$ cat config.mk
export PLATFORM = sky130hd
export DESIGN_NAME = amo_sequencer
export DESIGN_NICKNAME = d
export VERILOG_FILES = /design/src/rtl/amo_sequencer_pkg.sv /design/src/rtl/amo_sequencer_alu.sv /design/src/rtl/amo_sequencer.sv
export SDC_FILE = /design/constraint.sdc
export NUM_CORES = 1
export LEC_CHECK = 0
export CAP_MARGIN = 20
export CORE_MARGIN = 4
export CORE_UTILIZATION = 45
export CTS_CLUSTER_SIZE = 30
export DETAILED_ROUTE_END_ITERATION = 12
export PLACE_DENSITY = 0.71
export SYNTH_ARGS = -nofsm -noshare
export SYNTH_HDL_FRONTEND = slang
export SYNTH_SLANG_ARGS = --single-unit
$ cat constraint.sdc
create_clock -name clk -period 4.1 [get_ports clk]
set_input_delay 1.025 -clock clk [delete_from_list [all_inputs] [get_ports clk]]
set_output_delay 1.025 -clock clk [all_outputs]
set_load 0.1 [all_outputs]
$ cat src/rtl/amo_sequencer_pkg.sv
// Shared definitions for the AMO sequencer: function codes, FSM state type
// and state constants, plus a helper that recognises legal op codes.
package amo_sequencer_pkg;

    // Function codes follow the RISC-V A-extension funct5 field.
    typedef enum logic [4:0] {
        AMO_ADD_FN5  = 5'h00,
        AMO_SWAP_FN5 = 5'h01,
        AMO_LR_FN5   = 5'h02,
        AMO_SC_FN5   = 5'h03,
        AMO_XOR_FN5  = 5'h04,
        AMO_OR_FN5   = 5'h08,
        AMO_AND_FN5  = 5'h0C,
        AMO_MIN_FN5  = 5'h10,
        AMO_MAX_FN5  = 5'h14,
        AMO_MINU_FN5 = 5'h18,
        AMO_MAXU_FN5 = 5'h1C
    } amo_t;

    typedef logic [2:0] amo_seq_state_t;

    localparam amo_seq_state_t ST_IDLE   = 3'd0;
    localparam amo_seq_state_t ST_READ   = 3'd1;
    localparam amo_seq_state_t ST_WAIT   = 3'd2;
    localparam amo_seq_state_t ST_CALC   = 3'd3;
    localparam amo_seq_state_t ST_WRITE  = 3'd4;
    localparam amo_seq_state_t ST_SC_CHK = 3'd5;
    localparam amo_seq_state_t ST_RESP   = 3'd6;

    function automatic logic amo_op_supported(input logic [4:0] op);
        case (op)
            AMO_ADD_FN5, AMO_SWAP_FN5, AMO_LR_FN5, AMO_SC_FN5, AMO_XOR_FN5,
            AMO_OR_FN5, AMO_AND_FN5, AMO_MIN_FN5, AMO_MAX_FN5, AMO_MINU_FN5,
            AMO_MAXU_FN5: return 1'b1;
            default:      return 1'b0;
        endcase
    endfunction

endpackage

$ cat src/rtl/amo_sequencer_alu.sv
// Combinational AMO datapath: computes the value written back to memory
// from the original memory word (a) and the register operand (b).
module amo_alu
    import amo_sequencer_pkg::*;
#(
    parameter int WIDTH = 32
) (
    input  logic [4:0]       op,
    input  logic [WIDTH-1:0] a,
    input  logic [WIDTH-1:0] b,
    output logic [WIDTH-1:0] y
);

    // Select the read-modify-write result; unknown ops yield X so they stand out.
    always_comb begin
        y = 'x;
        case (op)
            AMO_ADD_FN5:  y = a + b;
            AMO_SWAP_FN5: y = b;
            AMO_XOR_FN5:  y = a ^ b;
            AMO_OR_FN5:   y = a | b;
            AMO_AND_FN5:  y = a & b;
            AMO_MIN_FN5:  y = ($signed(a) < $signed(b)) ? a : b;
            AMO_MAX_FN5:  y = ($signed(a) < $signed(b)) ? b : a;
            AMO_MINU_FN5: y = (a < b) ? a : b;
            AMO_MAXU_FN5: y = (a < b) ? b : a;
            default:      y = 'x;
        endcase
    end

endmodule

$ cat src/rtl/amo_sequencer.sv
// Runs one AMO / LR / SC at a time between LSU issue and the data-memory port,
// and owns the single LR/SC reservation.
// Handshakes: a transfer happens on a cycle where valid and ready are both high;
// valid and payload are held until accepted, and no ready feeds back into a valid
// combinationally (all valids here are decoded from registered state only).
module amo_sequencer
    import amo_sequencer_pkg::*;
#(
    parameter int WIDTH  = 32,
    parameter int ADDR_W = 32,
    parameter int ID_W   = 4
) (
    input  logic              clk,
    input  logic              rst_n,
    input  logic              req_valid,
    output logic              req_ready,
    input  logic [4:0]        req_op,
    input  logic [ADDR_W-1:0] req_addr,
    input  logic [WIDTH-1:0]  req_rs2,
    input  logic [ID_W-1:0]   req_id,
    output logic              mem_valid,
    input  logic              mem_ready,
    output logic              mem_we,
    output logic [ADDR_W-1:0] mem_addr,
    output logic [WIDTH-1:0]  mem_wdata,
    input  logic              mem_rvalid,
    input  logic [WIDTH-1:0]  mem_rdata,
    input  logic              snoop_valid,
    input  logic [ADDR_W-1:0] snoop_addr,
    output logic              rsp_valid,
    input  logic              rsp_ready,
    output logic [WIDTH-1:0]  rsp_rd,
    output logic [ID_W-1:0]   rsp_id,
    output logic [2:0]        dbg_state
);

    amo_seq_state_t      state_q;
    logic [4:0]          op_q;
    logic [ADDR_W-1:0]   addr_q;
    logic [WIDTH-1:0]    rs2_q;
    logic [ID_W-1:0]     id_q;
    logic [WIDTH-1:0]    rd_q;    // original memory word, or the SC status code
    logic [WIDTH-1:0]    new_q;   // value to be written back
    logic                resv_valid_q;
    logic [ADDR_W-3:0]   resv_word_q;

    logic [WIDTH-1:0]    alu_y;
    logic                snoop_on_resv;
    logic                snoop_on_addr;
    logic                resv_match;
    logic                sc_hit;
    logic                unused_snoop_bits;

    assign unused_snoop_bits = ^snoop_addr[1:0];

    // rd_q holds the pre-operation word, so it is also the ALU's memory operand.
    amo_alu #(.WIDTH(WIDTH)) u_alu (
        .op (op_q),
        .a  (rd_q),
        .b  (rs2_q),
        .y  (alu_y)
    );

    assign snoop_on_resv = snoop_valid && (snoop_addr[ADDR_W-1:2] == resv_word_q);
    assign snoop_on_addr = snoop_valid && (snoop_addr[ADDR_W-1:2] == addr_q[ADDR_W-1:2]);
    assign resv_match    = resv_valid_q && (resv_word_q == addr_q[ADDR_W-1:2]);
    // A snoop landing in the check cycle itself beats the reservation.
    assign sc_hit        = resv_match && !snoop_on_addr;

    // Output decode from registered state only.
    always_comb begin
        req_ready = (state_q == ST_IDLE);
        mem_valid = (state_q == ST_READ) || (state_q == ST_WRITE);
        mem_we    = (state_q == ST_WRITE);
        mem_addr  = addr_q;
        mem_wdata = new_q;
        rsp_valid = (state_q == ST_RESP);
        rsp_rd    = rd_q;
        rsp_id    = id_q;
        dbg_state = state_q;
    end

    // Sequencer FSM and request/result datapath registers.
    always_ff @(posedge clk or negedge rst_n) begin
        if (!rst_n) begin
            state_q <= ST_IDLE;
            op_q    <= '0;
            addr_q  <= '0;
            rs2_q   <= '0;
            id_q    <= '0;
            rd_q    <= '0;
            new_q   <= '0;
        end else begin
            case (state_q)
                ST_IDLE: begin
                    if (req_valid) begin
                        op_q    <= req_op;
                        addr_q  <= req_addr;
                        rs2_q   <= req_rs2;
                        id_q    <= req_id;
                        state_q <= (req_op == AMO_SC_FN5) ? ST_SC_CHK : ST_READ;
                    end
                end
                ST_READ: begin
                    if (mem_ready) state_q <= ST_WAIT;
                end
                ST_WAIT: begin
                    if (mem_rvalid) begin
                        rd_q    <= mem_rdata;
                        state_q <= (op_q == AMO_LR_FN5) ? ST_RESP : ST_CALC;
                    end
                end
                ST_CALC: begin
                    // A successful SC stores rs2 unchanged; everything else goes through the ALU.
                    new_q   <= (op_q == AMO_SC_FN5) ? rs2_q : alu_y;
                    state_q <= ST_WRITE;
                end
                ST_WRITE: begin
                    if (mem_ready) state_q <= ST_RESP;
                end
                ST_SC_CHK: begin
                    rd_q    <= sc_hit ? '0 : WIDTH'(1);
                    state_q <= sc_hit ? ST_CALC : ST_RESP;
                end
                ST_RESP: begin
                    if (rsp_ready) state_q <= ST_IDLE;
                end
                default: state_q <= ST_IDLE;
            endcase
        end
    end

    // LR/SC reservation: set by LR data return, dropped by any SC, by a snoop
    // or own write to the reserved word. A snoop hitting the LR word in the
    // same cycle as the set leaves the reservation invalid.
    always_ff @(posedge clk or negedge rst_n) begin
        if (!rst_n) begin
            resv_valid_q <= 1'b0;
            resv_word_q  <= '0;
        end else if (state_q == ST_WAIT && mem_rvalid && op_q == AMO_LR_FN5) begin
            resv_valid_q <= !snoop_on_addr;
            resv_word_q  <= addr_q[ADDR_W-1:2];
        end else if (state_q == ST_SC_CHK) begin
            resv_valid_q <= 1'b0;
        end else if (snoop_on_resv) begin
            resv_valid_q <= 1'b0;
        end else if (state_q == ST_WRITE && mem_ready && resv_match) begin
            resv_valid_q <= 1'b0;
        end
    end

    // Illegal op codes and stray read returns are caller errors.
    a_op_supported: assert property (@(posedge clk) disable iff (!rst_n)
        (req_valid && req_ready) |-> amo_op_supported(req_op));
    a_rvalid_in_wait: assert property (@(posedge clk) disable iff (!rst_n)
        mem_rvalid |-> (state_q == ST_WAIT));

endmodule
* Word-level counts from Yosys, hierarchy flattened
Index checks and enable logic that the tools add are counted.
Storage, ports and cells: bits in registers 171, bits of input ports 144
Cells by class: add/sub/neg operators 1, order comparisons 2, eq/ne operators 25, mux-type cells 22, bitwise gates (word level) 3, reduce and logical (&&, ||, !) cells 17
Operators with widths (number):
- $pmux 32 s9 | 1
- $mux 32 | 6
- $eq 30x30->1 | 3
- $lt 32x32->1 | 2
- $pmux 32 s2 | 1
- $add 32x32->32 | 1
- $and 32x32->32 | 1
- $or 32x32->32 | 1
- $xor 32x32->32 | 1
- $mux 3 | 8
- $pmux 3 s7 | 1
- $eq 5x5->1 const B | 4
- $eq 5x2->1 const B | 3
- $eq 5x4->1 const B | 2
- $eq 3x3->1 const B | 3
- $logic_and 1x1->1 | 8
- $ne 2x2->1 const B | 4
- $eq 3x2->1 const B | 2
- $eq 5x1->1 const B | 1
- $eq 5x3->1 const B | 1
- $logic_not 5->1 | 1
- $mux 1 | 5
- $reduce_and 5->1 | 1
- $reduce_and 2->1 | 2
- other kinds (7) | 7

* Depth between registers and ports, before layout
word-level depth 7, mapped depth 14, mapped depth without buffers 12

* By module
Synthesis repeated with hierarchy kept, for this count alone.
Unflattened totals: cells, all modules 1237, area total of the unflattened synthesis 12025.3 sq um
By module, submodules not included:
- amo_sequencer | times used 1, cells an instance 601, area an instance 7771.2 sq um, seq. area each 4279.1 sq um
- amo_alu | times used 1, cells an instance 636, area an instance 4254.1 sq um, seq. area each 0.0 sq um

* Least setup slack after synthesis
OpenSTA, ideal clock, no wires.
path type register to output, from reg state_q[1] (netlist: dbg_state[1]), to out mem_we, arrival time 3529 ps, required time 3075 ps, path slack -454 ps, stages on the path, launching flop included 4, cell sequence dfrtp_1 > clkbuf_1 > clkbuf_1 > nor3b_1
Between the ends: cells in the longest elaborated chain, start to end 1
RTL lines:
- from (decl) | line amo_sequencer.sv:37 | amo_seq_state_t state_q;
- from (signal assigned) | line amo_sequencer.sv:101 | state_q <= (req_op == AMO_SC_FN5) ? ST_SC_CHK : ST_READ;
- from (signal assigned) | line amo_sequencer.sv:110 | state_q <= (op_q == AMO_LR_FN5) ? ST_RESP : ST_CALC;
- from (signal assigned) | line amo_sequencer.sv:123 | state_q <= sc_hit ? ST_CALC : ST_RESP;
- $eq 3x3->1 | line amo_sequencer.sv:74 | mem_we = (state_q == ST_WRITE);
- to (decl) | line amo_sequencer.sv:23 | output logic mem_we,
Every way passes these cells.

* Final worst setup path
from reg rd_q[12] (netlist: rsp_rd[12]), to reg new_q[20] (netlist: mem_wdata[20])
Between the ends: cells in the longest elaborated chain, start to end 4
RTL lines:
- from (decl) | line amo_sequencer.sv:42 | logic [WIDTH-1:0] rd_q;
- from (signal assigned) | line amo_sequencer.sv:109 | rd_q <= mem_rdata;
- from (signal assigned) | line amo_sequencer.sv:122 | rd_q <= sc_hit ? '0 : WIDTH'(1);
- $lt 32x32->1, on equally long branches
- $mux 32, on equally long branches
- $pmux 32 s9 (*) | line amo_sequencer_alu.sv:17 | case (op)
- $mux 32 (*) | line amo_sequencer.sv:115 | new_q <= (op_q == AMO_SC_FN5) ? rs2_q : alu_y;
- to (signal assigned) | line amo_sequencer.sv:115
- to (decl) | line amo_sequencer.sv:43 | logic [WIDTH-1:0] new_q;
Mark *: on every way between the ends. The rest lies on a longest branch, timed or not. A chain may end at the register's enable or synchronous reset.

==> results_dict.tcl <==
set metrics [dict create \
    synth_compound_area_share_pct 19.57 \
    worstPathMaxFanout 19 \
    clk_latency_ns 0.44 \
    synth-simple-area-share_pct 11.80 \
    synthXorXnorAreaFrac_pct 8.691 \
    syn_avg_cell_area_um2 9.470 \
    num_vias 10942 \
    yosysMostFrequentCell "dfrtp_1" \
    numCtsBuffers 17 \
    synth_warnings 0 \
    synth_fa_ha_area_share_pct 10.05 \
    placementRows 59 \
    synth_seq_cells 171 \
    hold_path.class "flip-flop to flip-flop" \
    start_kind "flip-flop" \
    fp.dieH_um 172.3 \
    grt_pass1_vias 11156 \
    htree_levels 4 \
    port_buffers 248 \
    setup_viol 0 \
    r2r_cells 12 \
    max_freq_mhz 280.3 \
    drive_above_1_share_pct 11.12 \
    synth_edf_count 0 \
    rsz0062_at_grt "false" \
    maxCapViolCount 0 \
    muxShareOfSynthArea_pct 9.546 \
    grt_pass1_wl_mm 60.99 \
    synthTopCellsByArea "dfrtp_1 (35%), ha_1 (9.9%), mux2_2 (6.6%)" \
    ant_nets 0 \
    yosysUniqueCellTypes 74 \
    hold_slack_ns 0.4938 \
    antenna_found_initial 5 \
    synth_area_um2 12150 \
    grt_max_degree 84 \
    dp_hpwl_mm 29.08 \
    finalSetupTns_ns 0 \
    cp.arrival_ns 3.89 \
    worstMarginPinSlew_ns 1.073 \
    cts_resized 0 \
    reg2reg_from "rsp_rd[12]$_DFFE_PN0P_" \
    die_area_um2 29690 \
    finalHoldViolations 0 \
    slew_violations 0 \
    critical_path.startpoint "rsp_rd[12]$_DFFE_PN0P_" \
    drt_iter0_markers 817 \
    gp_congestion 0.9574 \
    period_minus_slack_ns 3.567 \
    rrSetupSlack_ns 0.53 \
    cp-endpoint "mem_wdata[20]$_DFFE_PN0P_" \
    end_kind "flip-flop" \
    io_pins 251 \
    initial_core_util_pct 46.23 \
    r2r_end "mem_wdata[20]$_DFFE_PN0P_" \
    cts_sinks 171 \
    fin_nets 1748 \
    core_area_um2 26280 \
    timing.slew.headroom_pct 28.26 \
    fin_crit_sh_pct 87.01 \
    cts_hold_buf 0 \
    area_growth_pct 28.72 \
    syn-instance-count 1283 \
    synth.largest_area_cell "dfrtp_1" \
    path_clk_slew_ns 0.08 \
    cts-root-buf "clkbuf_16" \
    async_flop_share_pct 100.0 \
    fin_skew_ns 0.01479 \
    die_x_um 172.3 \
    critPathKind "flip-flop to flip-flop" \
    drc 0 \
    ys_seq_area_share_pct 35.22 \
    cts_tree "done" \
    viasPerCell 5.889 \
    wl_mm 39.49 \
    dr.pass1.iters 8 \
    synth_top_area_share_pct 35.22 \
    status "finished, final reports clean" \
    synth_nets 1524 \
    cts_setup_buffers 0 \
    wl_per_cell_um 21.25 \
    synthTopCellsByCount "dfrtp_1 (171), ha_1 (96), xnor2_1 (88)" \
    globalRouteTotalUtil_pct 26.32 \
    synth_top_family_by_area "compound AO/OA/AOI/OAI gates" \
    required_ns 4.42 \
    grt.overflow.total 0 \
    synth_ff_type "dfrtp_1" \
    clock_path_buffers 2 \
]
critical path, cell delays in order, from the launching register on:
cell and delay [ns]:
dfrtp_1 0.46, inv_1 0.07, ha_1 0.43, nor4_1 0.47
nand2_1 0.15, a211oi_1 0.38, o41ai_2 0.18, nand3_1 0.15
a21oi_2 0.08, buf_4 0.23, a221oi_1 0.48, nor2_1 0.10
o221a_1 0.24
state kept, by name, summed over array words and instances, names as in the netlist:
| register | flops |
|---|---|
| dbg_state | 3 |
| mem_addr | 32 |
| mem_wdata | 32 |
| op_q | 5 |
| resv_valid_q | 1 |
| resv_word_q | 30 |
| rs2_q | 32 |
| rsp_id | 4 |
| rsp_rd | 32 |
placed cells by master, fill, tap and decap left out, drive strengths merged, types with 9 or more instances in the layout:
cell type / n
a211oi: 10
a21o: 13
a21oi: 62
a221o: 11
a221oi: 16
a22o: 31
a31oi: 9
and3: 9
buf: 44
clkbuf: 17
clkdlybuf4s50: 239
dfrtp: 171
ha: 96
inv: 89
mux2: 71
mux2i: 36
nand2: 84
nand2b: 9
nand3: 18
nand4: 25
nor2: 74
nor2b: 10
nor3: 19
nor4: 17
o21a: 9
o21ai: 75
o221ai: 20
o22ai: 24
xnor2: 88
xor2: 30
worst min path at each step:
stage,startpoint,end,slack (ns),cells past startpoint
after floorplan,rs2_q[14]$_DFFE_PN0P_,mem_wdata[14]$_DFFE_PN0P_,0.50,1
after global placement,mem_wdata[1]$_DFFE_PN0P_,mem_wdata[1]$_DFFE_PN0P_,0.47,2
after detailed placement,mem_wdata[9]$_DFFE_PN0P_,mem_wdata[9]$_DFFE_PN0P_,0.48,2
after CTS,mem_wdata[9]$_DFFE_PN0P_,mem_wdata[9]$_DFFE_PN0P_,0.50,2
after global routing,mem_wdata[14]$_DFFE_PN0P_,mem_wdata[14]$_DFFE_PN0P_,0.52,1
final,mem_wdata[9]$_DFFE_PN0P_,mem_wdata[9]$_DFFE_PN0P_,0.49,2
stage by stage:
stage	setup WS [ns]	util (%)	cell area, um^2	std cells
finish	0.5325	59.51	15640	1858
global route	0.2512	59.48	15630	1855
CTS	0.6057	59.48	15630	1855
detailed placement	0.5826	57.21	15030	1823
global placement	0.6149	57.21	15030	1823
floorplan	0.1604	-	12160	1283
final cells by class:
cell class | instances | area (um^2)
well taps | 335 | 419.2
repair buffers | 283 | 2751
diodes | 3 | 7.507
flip-flops and latches | 171 | 4280
clock buffers | 17 | 425.4
clock inverters | 15 | 172.7
multi-input cells | 953 | 7279
fillers | 2300 | 10640
inverters | 81 | 304.0
cell families after synthesis:
logic type | Yosys count
xor gates and xnor gates | 119
adders and majority gates | 97
DFF | 171
buffers and inverters | 159
and+or+nand+nor | 291
AOI/OAI and AO/OA | 339
muxes | 107
per-layer routing:
metal	wire, um	vias up	track usage (%)
met5	42	-	0
met3	3248	102	7.270
met1	16120	5271	32.43
met2	18410	467	43.36
li1	-	5094	-
met4	1673	8	11.48
Power is not shown: default switching activity piles up to over one toggle a cycle in this logic, so the estimate is an artifact.
==> RTL change 1: new RTL, same flow settings <==
Change the parameter `ADDR_W` from 32 to 64.
--- a/src/rtl/amo_sequencer.sv
+++ b/src/rtl/amo_sequencer.sv
@@ -7,7 +7,7 @@
     import amo_sequencer_pkg::*;
 #(
     parameter int WIDTH  = 32,
-    parameter int ADDR_W = 32,
+    parameter int ADDR_W = 64,
     parameter int ID_W   = 4
 ) (
     input  logic              clk,
Ports: changed (resized mem_addr, req_addr and snoop_addr); port bits go from 251 to 347. The function was not compared with the original's and may differ.
==> RTL change 1 against the unedited design <==
  * Highest routed layer unchanged
  * Utilization up 0.85 points
  * Synthesized area up 29%
  * Synthesized cell count up 29%
  * Largest cell class unchanged
  * Non-clock buffer count up 116
  * First-iteration DRC count up 39%
  * Design area up 33%
  * Routed wire length up 42%
  * Sequential cell count up 64
  * Setup slack worse by 0.17 ns
  * Critical path type unchanged
Power is not shown: default switching activity piles up to over one toggle a cycle in this logic, so the estimate is an artifact.
==> RTL change 1: results (changes against the unedited design) <==
max-cap viol count=0 (unchanged); Worst-Skew Late Latency=0.59 ns (was 0.44 ns); CTS root buf=clkbuf_16 (unchanged); r2r startpoint=rs2_q[30] (was rsp_rd[12]); Post-CTS Setup Bufs=0 (unchanged); status=finished clean (unchanged); Syn. warnings=0 (unchanged); Critical Path Fanout Max=10 (was 19); vias in the first global route=14800 (was 11200); R2R Setup Slk=0.36 ns (was 0.53 ns); async set-reset flop share out of synthesis=100% (unchanged); Area contributors post-synth=dfrtp_1 (37%), ha_1 (7.6%), mux2_2 (7.4%) (was dfrtp_1 (35%), ha_1 (9.9%), mux2_2 (6.6%)); WL final=56200 um (was 39500 um); GP Congestion=0.991 (was 0.957); arrival time at the worst endpoint=4.21 ns (was 3.89 ns); max reg flops=64; CP startpoint=rs2_q[30] (was rsp_rd[12]); clock-pin slew on the worst setup and hold paths=0.06 ns (was 0.08 ns); reg2reg path depth=12 (unchanged); layout cells sized above 1=12.7% (was 11.1%); post-CTS resize count=0 (unchanged); CTS Buffer Depth=3 (was 2); final net count=2299 (was 1748); ys flop type=dfrtp_1 (unchanged); htree depth=1 (was 4); fillers=3010 (was 2300); DR iter-0 viols=1136 (was 817); reg2reg end=mem_wdata[8] (was mem_wdata[20]); Total Routing Usage GR=28.2% (was 26.3%); max-slew violations=0 (unchanged); IO buf count=344 (was 248); most common library cells after synthesis=dfrtp_1 (235), nand2_1 (121), o21ai_0 (118) (was dfrtp_1 (171), ha_1 (96), xnor2_1 (88)); routed vias/inst=5.85 (was 5.89); DR pass1 iterations=8 (unchanged); CTS buffer count=28 (was 17); Hold Path Class=in2async (was reg2reg); critical path endpoint=mem_wdata[8] (was mem_wdata[20]); first-pass GRT wire length=85600 um (was 61000 um); initial antenna violation count=5 (unchanged); register area share after synthesis=37.4% (was 35.2%); library cells used by synthesis=74 (unchanged); Layout Skew=0.0314 ns (was 0.0148 ns); syn_nets=1961 (was 1524); Max transition margin=24.1% (was 28.3%); Post-DP HPWL=42000 um (was 29100 um); pin count of the biggest net entering global routing=97 (was 84)
RTL change 1: changes by cell type after synthesis, moves of 23 or more:
| cell | change |
|---|---|
| nand2_1 | +37 |
| inv_1 | +36 |
| nor4_1 | +23 |
| xor2_1 | +69 |
| dfrtp_1 | +64 |
| mux2_2 | +32 |
| o21ai_0 | +52 |
RTL change 1: final cells by class:
type                    instances  area share (%)
multi-input cells            1214            43.5
flip-flops and latches        235            28.2
repair buffers                399            18.7
clock buffers                  41            3.98
well taps                     455            2.73
inverters                     116            2.09
clock inverters                10           0.750
diodes                          5          0.0600
RTL change 1: cells by family (layout without fill, tap and decap cells):
logic type,after synthesis,in the layout,share of synthesized area [%]
AO/OA/AOI/OAI,420,420,18.3
XOR/XNOR,175,175,9.93
adder cells (fa/ha/maj),97,97,7.76
buffers and inverters,207,566,5.13
flip-flops,235,235,37.4
multiplexers,140,140,9.73
other,0,5,0
AND/OR/NAND/NOR,382,382,11.7
RTL change 1: worst min-delay path by stage:
stage | start | end | slack [ns] | cells after the start
after detailed placement | mem_wdata[2] | mem_wdata[2] | 0.47 | 2
final | rst_n | rsp_rd[8] | 0.48 | 1
after global routing | mem_wdata[2] | mem_wdata[2] | 0.53 | 2
after global placement | mem_wdata[2] | mem_wdata[2] | 0.45 | 2
after floorplan | resv_word_q[43] | resv_word_q[43] | 0.47 | 2
after CTS | mem_wdata[2] | mem_wdata[2] | 0.48 | 2
RTL change 1: through the flow:
| step | area [um^2] | utilization [%] | std cells | hold WS [ns] | setup WS, ns |
|---|---|---|---|---|---|
| final | 20900 | 60.4 | 2475 | 0.477 | 0.363 |
| after global routing | 20800 | 60.3 | 2472 | 0.526 | 0.146 |
| after CTS | 20800 | 60.3 | 2470 | 0.480 | 0.397 |
| after detailed placement | 19900 | 57.5 | 2419 | 0.468 | 0.464 |
| after global placement | 19900 | 57.5 | 2419 | 0.452 | 0.503 |
| after floorplan | 15700 | - | 1656 | 0.472 | 0.186 |
RTL change 1: critical path, stage by stage (launching register included):
cell,delay (ns)
dfrtp_1,0.38
inv_1,0.10
ha_1,0.44
inv_1,0.10
a221oi_2,0.27
o21bai_1,0.17
nor4_4,0.47
o21a_1,0.34
xnor3_2,0.46
buf_4,0.23
nor3_1,0.19
o21ai_0,0.13
a211oi_1,0.30
RTL change 1: per-layer routing:
| layer | GRT usage [%] | share of wire [%] | up-vias |
|---|---|---|---|
| li1 | - | - | 6664 |
| met1 | 34.0 | 39 | 7079 |
| met2 | 49.4 | 49 | 601 |
| met3 | 6.12 | 7.5 | 125 |
| met4 | 10.6 | 4.3 | 2 |
| met5 | 0 | 0.016 | - |
==> RTL change 2: new RTL, same flow settings <==
Without the edit above. Put a register stage on the output `dbg_state`, without a reset. The value now appears one clock later. The other outputs are not delayed to match.
--- a/src/rtl/amo_sequencer.sv
+++ b/src/rtl/amo_sequencer.sv
@@ -33,6 +33,8 @@
     output logic [ID_W-1:0]   rsp_id,
     output logic [2:0]        dbg_state
 );
+
+    logic [2:0] dbg_state_d;
 
     amo_seq_state_t      state_q;
     logic [4:0]          op_q;
@@ -77,7 +79,7 @@
         rsp_valid = (state_q == ST_RESP);
         rsp_rd    = rd_q;
         rsp_id    = id_q;
-        dbg_state = state_q;
+        dbg_state_d = state_q;
     end
 
     // Sequencer FSM and request/result datapath registers.
@@ -155,4 +157,8 @@
     a_rvalid_in_wait: assert property (@(posedge clk) disable iff (!rst_n)
         mem_rvalid |-> (state_q == ST_WAIT));
 
+    always_ff @(posedge clk) begin
+        dbg_state <= dbg_state_d;
+    end
+
 endmodule
Function: changed (Yosys sat finds a counterexample within 4 cycles, from zero or initial values and one cycle with rst_n low).
==> RTL change 2 against the unedited design <==
  * Utilization up 0.24 points
  * Via count down 0.50%
  * Synthesized cell count up 0.55%
  * Routed wire length down 2.6%
  * Setup slack worse by 0.32 ns
  * Design area up 0.12%
  * Sequential cell count up 3
  * Synthesized area down 0.63%
  * Critical endpoint is now mem_wdata[15]
Power is not shown: default switching activity piles up to over one toggle a cycle in this logic, so the estimate is an artifact.
==> RTL change 2: results (changes against the unedited design) <==
Total Routing Usage GR=25.6% (was 26.3%); post-synthesis mux area share=7.07% (was 9.55%); Compound-Gate Fraction of Synth Area=21.6% (was 19.6%); Syn. warnings=0 (unchanged); Max transition margin=29.4% (was 28.3%); reg2reg path depth=12 (unchanged); Max Fclk=0.257 GHz (was 0.280 GHz); IO buf count=248 (unchanged); Hold Path Class=reg2reg (unchanged); DR pass1 iterations=5 (was 8); initial antenna violation count=4 (was 5); htree depth=4 (unchanged); slowest stage delay, CP=0.59 ns (was 0.48 ns); clock-pin slew on the worst setup and hold paths=0.07 ns; placed cell areas=15000 um^2 (about the same); worst hold path startpoint=mem_wdata[9] (unchanged); first-pass GRT wire length=59700 um (was 61000 um); routed via count=10900 (about the same); Final Hold Viols=0 (unchanged); critical path endpoint=mem_wdata[15] (was mem_wdata[20]); CTS buffer count=17 (unchanged); Critical Path Fanout Max=15 (was 19); async set-reset flop share out of synthesis=98.3% (was 100%); CP startpoint=rs2_q[25] (was rsp_rd[12]); Min-Delay Endpoint=mem_wdata[9] (unchanged); Layout Skew=0.0156 ns (was 0.0148 ns); CTS Buffer Depth=2 (unchanged); Post-DP HPWL=27900 um (was 29100 um); dpl ws=0.253 ns (was 0.583 ns); R2R Setup Slk=0.22 ns (was 0.53 ns); pin count of the biggest net entering global routing=73 (was 84); post-synthesis xor/xnor area fraction=7.90% (was 8.69%); CTS Hold Bufs=0 (unchanged); fillers=2248 (was 2300); register area share after synthesis=35.9% (was 35.2%); library cells used by synthesis=75 (was 74); WL final=38400 um (was 39500 um); most common library cells after synthesis=dfrtp_1 (171), o21ai_0 (109), nand2_1 (103) (was dfrtp_1 (171), ha_1 (96), xnor2_1 (88)); syn_nets=1531 (was 1524); slowest cell on the critical path=or4b_1 (was a221oi_1); status=finished clean (unchanged); layout cells sized above 1=12.6% (was 11.1%); Area contributors post-synth=dfrtp_1 (35%), ha_1 (9.9%), mux2_2 (6.7%) (was dfrtp_1 (35%), ha_1 (9.9%), mux2_2 (6.6%)); DR iter-0 viols=760 (was 817); delay-heaviest family, CP=simple AND/OR/NAND/NOR gates (was compound AO/OA/AOI/OAI gates); share of synthesized cell area in full adder, half adder and majority cells=10.1% (about the same); GP Congestion=0.941 (was 0.957); final net count=1770 (was 1748); CTS root buf=clkbuf_16 (unchanged); worst hold path depth=2 (unchanged)
## RTL change 2: changes by cell type in the layout (fill, tap and decap cells not counted), sizes merged, moves of 6 or more
cell     unedited run  this run
o21ai              75       112
mux2i              36         2
nand2              84       103
o221ai             20         4
buf                44        58
a221oi             16        29
nor3               19         7
a221o              11        22
a21o               13        21
o21a                9         1
o2111ai             0         7
xnor2              88        81
or4                 6         0
## RTL change 2: logic make-up after synthesis
| family | Yosys count |
|---|---|
| XOR/XNOR | 108 |
| AO/OA/AOI/OAI | 379 |
| buffers and inverters | 164 |
| adder cells (fa/ha/maj) | 97 |
| flip-flops | 174 |
| multiplexers | 75 |
| AND/OR/NAND/NOR | 293 |
## RTL change 2: final cells by class
class | count | area (um^2) | share of cell area [%]
Sequential cell | 174 | 4340 | 27.7
Clock inverter | 15 | 189 | 1.21
Tap cell | 335 | 419 | 2.68
Timing Repair Buffer | 299 | 2880 | 18.4
Inverter | 84 | 315 | 2.01
Multi-Input combinational cell | 953 | 7090 | 45.3
Clock buffer | 17 | 425 | 2.72
Antenna cell | 2 | 5.00 | 0.0320
## RTL change 2: per-layer routing
metal | routed length [um] | vias up | part of all wire, % | track usage, %
met4 | 850 | 4 | 2.2 | 7.62
li1 | - | 5112 | - | -
met5 | 20 | - | 0.052 | 0
met1 | 15700 | 5297 | 41 | 31.6
met3 | 3040 | 56 | 7.9 | 6.32
met2 | 18800 | 418 | 49 | 44.4
## RTL change 2: stage by stage
stage               util (%)  cells  hold slack [ns]
global route            59.8   1879            0.509
floorplan                  -   1290            0.359
CTS                     59.7   1876            0.492
finish                  59.8   1879            0.483
global placement        57.4   1844            0.478
detailed placement      57.4   1844            0.477
## RTL change 2: repair_timing
action                                  4_1_cts  5_1_grt
setup buffers                                 0        0
resized for setup                             0        1
endpoints found under the setup margin        0        2
